`src/rtl/psum_router_pkg.sv`:
```
// Shared types and helpers for the partial-sum write-back router.
package psum_router_pkg;

   typedef enum logic [1:0] {
      IDLE  = 2'd0,
      DRAIN = 2'd1,
      FLUSH = 2'd2,
      DONE  = 2'd3
   } psum_state_t;

   // Number of output psums produced per tile for a valid (no-padding) convolution
   function automatic int calc_num_psum(input int kernel_size, input int act_size);
      return (act_size - kernel_size + 1) * (act_size - kernel_size + 1);
   endfunction

endpackage

```
`src/rtl/psum_skid_buf.sv`:
```
// Two-entry FIFO decoupling spad read latency from GLB back-pressure.
module psum_skid_buf
   import psum_router_pkg::*;
#(
   parameter int DATA_BITWIDTH = 16
) (
   input  logic                            clk,
   input  logic                            reset,
   input  logic                            push,
   input  logic signed [DATA_BITWIDTH-1:0] push_data,
   input  logic                            pop,
   output logic signed [DATA_BITWIDTH-1:0] head,
   output logic [1:0]                      count
);

   logic signed [DATA_BITWIDTH-1:0] mem_p1 [2];
   logic                            wr_ptr;
   logic                            rd_ptr;

   always_ff @(posedge clk) begin
      if (!reset) begin
         wr_ptr <= 1'b0;
         rd_ptr <= 1'b0;
         count  <= 2'd0;
      end else begin
         if (push) wr_ptr <= ~wr_ptr;
         if (pop)  rd_ptr <= ~rd_ptr;
         count <= count + 2'(push) - 2'(pop);
      end
   end

   // Storage is not reset; an empty count masks stale entries
   always_ff @(posedge clk) begin
      if (push) mem_p1[wr_ptr] <= push_data;
   end

   assign head = mem_p1[rd_ptr];

endmodule

```
`src/rtl/router_psum.sv`:
```
// Psum write-back router: drains a PE's psum spad into the GLB, one tile per start.
// Optional build macro PSUM_RELU_EN clamps negative words to zero on buffer push.
module router_psum
   import psum_router_pkg::*;
#(
   parameter int DATA_BITWIDTH      = 16,
   parameter int ADDR_BITWIDTH_GLB  = 10,
   parameter int ADDR_BITWIDTH_SPAD = 9,
   parameter int kernel_size        = 3,
   parameter int act_size           = 5,
   parameter int PSUM_READ_ADDR     = 0,
   parameter int PSUM_WRITE_ADDR    = 0
) (
   input  logic                            clk,
   input  logic                            reset,
   input  logic                            write_psum_ctrl,
   output logic                            read_req_spad,
   output logic [ADDR_BITWIDTH_SPAD-1:0]   r_addr_spad,
   input  logic signed [DATA_BITWIDTH-1:0] r_data_spad,
   output logic                            write_req_glb_psum,
   output logic [ADDR_BITWIDTH_GLB-1:0]    w_addr_glb_psum,
   output logic signed [DATA_BITWIDTH-1:0] w_data_glb_psum,
   input  logic                            w_ready_glb_psum,
   output logic                            psum_done,
   output logic                            busy
);

   localparam int NUM_PSUM = calc_num_psum(kernel_size, act_size);
   localparam int CNT_W    = $clog2(NUM_PSUM + 1);
   localparam logic [CNT_W-1:0] CNT_LAST = CNT_W'(NUM_PSUM - 1);
   localparam logic [CNT_W-1:0] CNT_END  = CNT_W'(NUM_PSUM);
   localparam logic [ADDR_BITWIDTH_SPAD-1:0] RD_BASE = ADDR_BITWIDTH_SPAD'(PSUM_READ_ADDR);
   localparam logic [ADDR_BITWIDTH_GLB-1:0]  WR_BASE = ADDR_BITWIDTH_GLB'(PSUM_WRITE_ADDR);

   psum_state_t state, state_nxt;
   logic [CNT_W-1:0]                rd_cnt;
   logic [CNT_W-1:0]                wr_cnt;
   logic                            vld_p1;
   logic [1:0]                      buf_count;
   logic signed [DATA_BITWIDTH-1:0] buf_head;
   logic signed [DATA_BITWIDTH-1:0] push_data_p1;
   logic                            buf_nempty;
   logic                            pop;
   logic [2:0]                      credit;

   function automatic logic signed [DATA_BITWIDTH-1:0] psum_clamp(
      input logic signed [DATA_BITWIDTH-1:0] word);
`ifdef PSUM_RELU_EN
      return word[DATA_BITWIDTH-1] ? '0 : word;
`else
      return word;
`endif
   endfunction

   assign buf_nempty         = (buf_count != 2'd0);
   assign write_req_glb_psum = buf_nempty;
   assign pop                = write_req_glb_psum & w_ready_glb_psum;
   // Occupancy the buffer will have after this cycle if no new read is issued
   assign credit             = 3'(buf_count) + 3'(vld_p1) - 3'(pop);
   assign read_req_spad      = (state == DRAIN) && (rd_cnt < CNT_END) && (credit < 3'd2);

   assign r_addr_spad     = RD_BASE + ADDR_BITWIDTH_SPAD'(rd_cnt);
   assign w_addr_glb_psum = WR_BASE + ADDR_BITWIDTH_GLB'(wr_cnt);
   assign w_data_glb_psum = buf_nempty ? buf_head : '0;
   assign psum_done       = (state == DONE);
   assign busy            = (state != IDLE);
   assign push_data_p1    = psum_clamp(r_data_spad);

   always_comb begin
      state_nxt = state;
      case (state)
         IDLE:  if (write_psum_ctrl) state_nxt = DRAIN;
         DRAIN: if (read_req_spad && (rd_cnt == CNT_LAST)) state_nxt = FLUSH;
         FLUSH: if (pop && (wr_cnt == CNT_LAST)) state_nxt = DONE;
         DONE:  state_nxt = IDLE;
         default: state_nxt = IDLE;
      endcase
   end

   // p0 -> p1: read strobe becomes the push strobe when spad data returns
   always_ff @(posedge clk) begin
      if (!reset) begin
         state  <= IDLE;
         rd_cnt <= '0;
         wr_cnt <= '0;
         vld_p1 <= 1'b0;
      end else begin
         state  <= state_nxt;
         vld_p1 <= read_req_spad;
         if ((state == IDLE) && write_psum_ctrl) begin
            rd_cnt <= '0;
            wr_cnt <= '0;
         end else begin
            if (read_req_spad) rd_cnt <= rd_cnt + 1'b1;
            if (pop)           wr_cnt <= wr_cnt + 1'b1;
         end
      end
   end

   psum_skid_buf #(
      .DATA_BITWIDTH(DATA_BITWIDTH)
   ) u_skid_buf (
      .clk       (clk),
      .reset     (reset),
      .push      (vld_p1),
      .push_data (push_data_p1),
      .pop       (pop),
      .head      (buf_head),
      .count     (buf_count)
   );

endmodule

```
`config.mk`:
```
export PLATFORM = sky130hd
export DESIGN_NAME = router_psum
export DESIGN_NICKNAME = d
export VERILOG_FILES = /design/src/rtl/psum_router_pkg.sv /design/src/rtl/psum_skid_buf.sv /design/src/rtl/router_psum.sv
export SDC_FILE = /design/constraint.sdc
export NUM_CORES = 1
export LEC_CHECK = 0
export ABC_AREA = 0
export CAP_MARGIN = 20
export CORE_ASPECT_RATIO = 1.5
export CORE_MARGIN = 2
export CORE_UTILIZATION = 30
export CTS_CLUSTER_SIZE = 12
export DETAILED_ROUTE_END_ITERATION = 16
export DONT_BUFFER_PORTS = 1
export GPL_ROUTABILITY_DRIVEN = 1
export RECOVER_POWER = 50
export SLEW_MARGIN = 10
export SYNTH_ARGS = -nofsm -noshare
export SYNTH_HDL_FRONTEND = slang
export SYNTH_SLANG_ARGS = --single-unit
export TNS_END_PERCENT = 50
```
`constraint.sdc`:
```
create_clock -name clk -period 3.11 [get_ports clk]
set_input_delay 0.622 -clock clk [delete_from_list [all_inputs] [get_ports clk]]
set_output_delay 0.622 -clock clk [all_outputs]
set_load 0.01 [all_outputs]
```
==> metrics.txt <==
total track usage=0.104; area leader, netlist=edfxtp_1; Antenna diodes=0; simple-gate share of the synthesized area=0.0984; final setup vio count=0; first-pass GRT wire length=6020 um; H-tree depth=2; CTS-repair resized insts=0; Worst Min Path Start=r_data_spad[7]; Clock Path Buffers=2; Mapped Cells=172; WP data required=2490 ps; Max Cap Violations=0; max-slew violations=0; Worst-path clk slew=approximately 90 ps; setup bufs post-CTS=0; Reg2Reg Depth=11; WP data arrival=approximately 2300 ps; Worst Skew=6.58 ps; Clock Latency Late Sink=around 290 ps; Setup WS post-layout=184 ps; crit-path max FO=4; CTS buffer count=5; Synth Area in Compound Gates=0.0451; post-synthesis mux area share=0.0890; nets=211; CP startpoint kind=flip-flop; Die Wd=around 73 um; crit path from=u_skid_buf.count[1]; initial antenna violation count=0; Mean Syn Cell Area=~12 um^2; cts hold-fix bufs=0; worst min-delay path class=input pin to flip-flop; Place WS=238 ps; detailed-router iteration count before antenna repair=4; sequential share of power=0.443; via count=roughly 1,200; Hold Path Depth=0; Routed Wire Length=3790 um; worst r2r src=u_skid_buf.count[1]; VDD IR-drop max=0.000510 V; Avg WL per Cell=14.7 um; CTS sink count=48; synth unique cells=25; area grow syn2layout=7.96%; remaining antenna violation count=0; Int Power=1.25 mW; Chip Height=107 um; Slew HR=0.223; fin crit period=2930 ps; Core Footprint=6900 um^2; Row Count=37; sequential-to-total area share from yosys stat=0.600; Achievable Freq=roughly 0.34 GHz; mapped cell area=2140 um^2; main combinational cell family by area after synthesis=simple AND/OR/NAND/NOR gates; r2r setup slk=560 ps; terminus of the critical flop-to-flop path=rd_cnt[1]; worst slew pin tran=between 1000 and 1500 ps; DP Wirelength=2720 um; total number of yosys warnings=0; pin count of the biggest net entering global routing=18; vias in the first global route=around 1,200; period utilisation layout=0.941; Die Footprint=7830 um^2; grt ovf=0; combinational power share=0.353; Pleak=0.832 nW; PD cells=about 840 nW/um^2; final hold vios=0; Synth area leaders=edfxtp_1 (45%), dfxtp_1 (15%), mux2i_1 (8.9%), ha_1 (6.4%), buf_4 (4.2%); Yosys top cell area share=0.450; CTS tree=yes; sw power=around 0.69 mW; DRC=0; unrepaired setup endpoints after global routing=false; outcome=finished clean; root buffer cell=clkbuf_8; layout cell share with drive strength beyond 1=0.0833; global placer's final weighted congestion=0.657; Initial DRC Count=55; worst setup path class=flip-flop to output port; xor and xnor area share after synthesis=0.0205; Initial Utilization=0.310; post-synthesis register bit count=48; Fin Setup TNS=0 ps; IO Count=a little under 60; # port buffers=0; Switching Fraction=0.355; clock group share of total power=0.203; Avg Vias per Cell=4.56; Synth Area in Adders=0.0738; Hold Path End=u_skid_buf.mem_p1[1][7]; Crit. End Element=output port
cell usage after synthesis:
library cell and instances:
a211oi_4 1, a21bo_2 1, a21oi_1 4, and2_1 6
buf_4 12, clkbuf_1 3, conb_1 1, dfxtp_1 16
edfxtp_1 32, fa_1 1, ha_1 11, inv_1 14
mux2i_1 19, nand2_1 10, nand2b_1 2, nand3b_1 2
nand4_1 2, nor2_1 22, nor2b_1 2, o211ai_1 1
o21a_1 1, o21ai_0 3, o41ai_2 1, xnor2_1 3
xor2_1 2
layer usage:
layer	track usage	routed length, um	vias to the layer above
li1	-	-	569
met1	0.102	1320	549
met2	0.181	2010	53
met3	0.0534	397	5
met4	0.0397	62	0
met5	0	0	-
sequential cells by signal (all words and copies together) (netlist names), named ones only:
register and count:
rd_cnt 4, state 2, u_skid_buf.count 2, u_skid_buf.mem_p1 32, u_skid_buf.rd_ptr 1, u_skid_buf.wr_ptr 1
vld_p1 1, wr_cnt 4
final cells by class:
cell class	count	area [um^2]
inverter	14	52.6
sequential	48	1280
timing repair buffer	5	33.8
clock buffer	8	100
fill	700	4590
multi-input combinational	105	742
tap	78	97.6
worst max path at each step:
| stage | to | slack [ps] | depth (start not counted) |
|---|---|---|---|
| 4_1_cts | read_req_spad | 40 | 8 |
| 2_1_floorplan | read_req_spad | 9 | 8 |
| 3_3_place_gp | read_req_spad | 250 | 8 |
| 6_report | read_req_spad | 180 | 8 |
| 5_1_grt | read_req_spad | 40 | 8 |
| 3_5_place_dp | read_req_spad | 240 | 8 |
kinds of logic (layout without fill, tap and decap cells):
logic type,count (synthesis),after routing
DFF,48,48
xor gates and xnor gates,5,5
buffers and inverters,29,27
adders and majority gates,12,12
other,1,11
and+or+nand+nor,46,46
AOI/OAI and AO/OA,12,12
muxes,19,19
per-stage QoR:
step	utilization	total power [mW]	instances	area, um^2	hold WS, ps
after detailed placement	0.321	1.58	250	2210	512
after CTS	0.335	1.99	258	2310	402
after global routing	0.334	2.09	258	2310	395
after floorplan	-	1.41	182	2170	471
final	0.334	1.94	258	2310	419
after global placement	0.321	1.57	250	2210	490
power groups by stage:
stage	Combinational [mW]	Clock, mW	Sequential [mW]
final	0.684	0.394	0.858
after global routing	0.777	0.441	0.873
after CTS	0.708	0.420	0.860
after detailed placement	0.706	0	0.874
after global placement	0.698	0	0.869
after floorplan	0.560	0	0.853
worst max-delay path, cell delays in order (launching register included):
cell and delay, ps:
dfxtp_1 360, o21ai_1 180, inv_1 80, ha_1 270, inv_1 40, ha_1 180
fa_1 470, nand2b_1 210, a211oi_4 230
cells in the final DEF, fill, tap and decap left out, types with 7 or more instances in the layout:
master / instances
nor2_1: 22
conb_1: 11
clkbuf_8: 7
mux2i_1: 19
edfxtp_1: 32
dfxtp_1: 16
inv_1: 14
nand2_1: 10
ha_1: 11
Note: power is estimated with default switching activity, not from simulation.
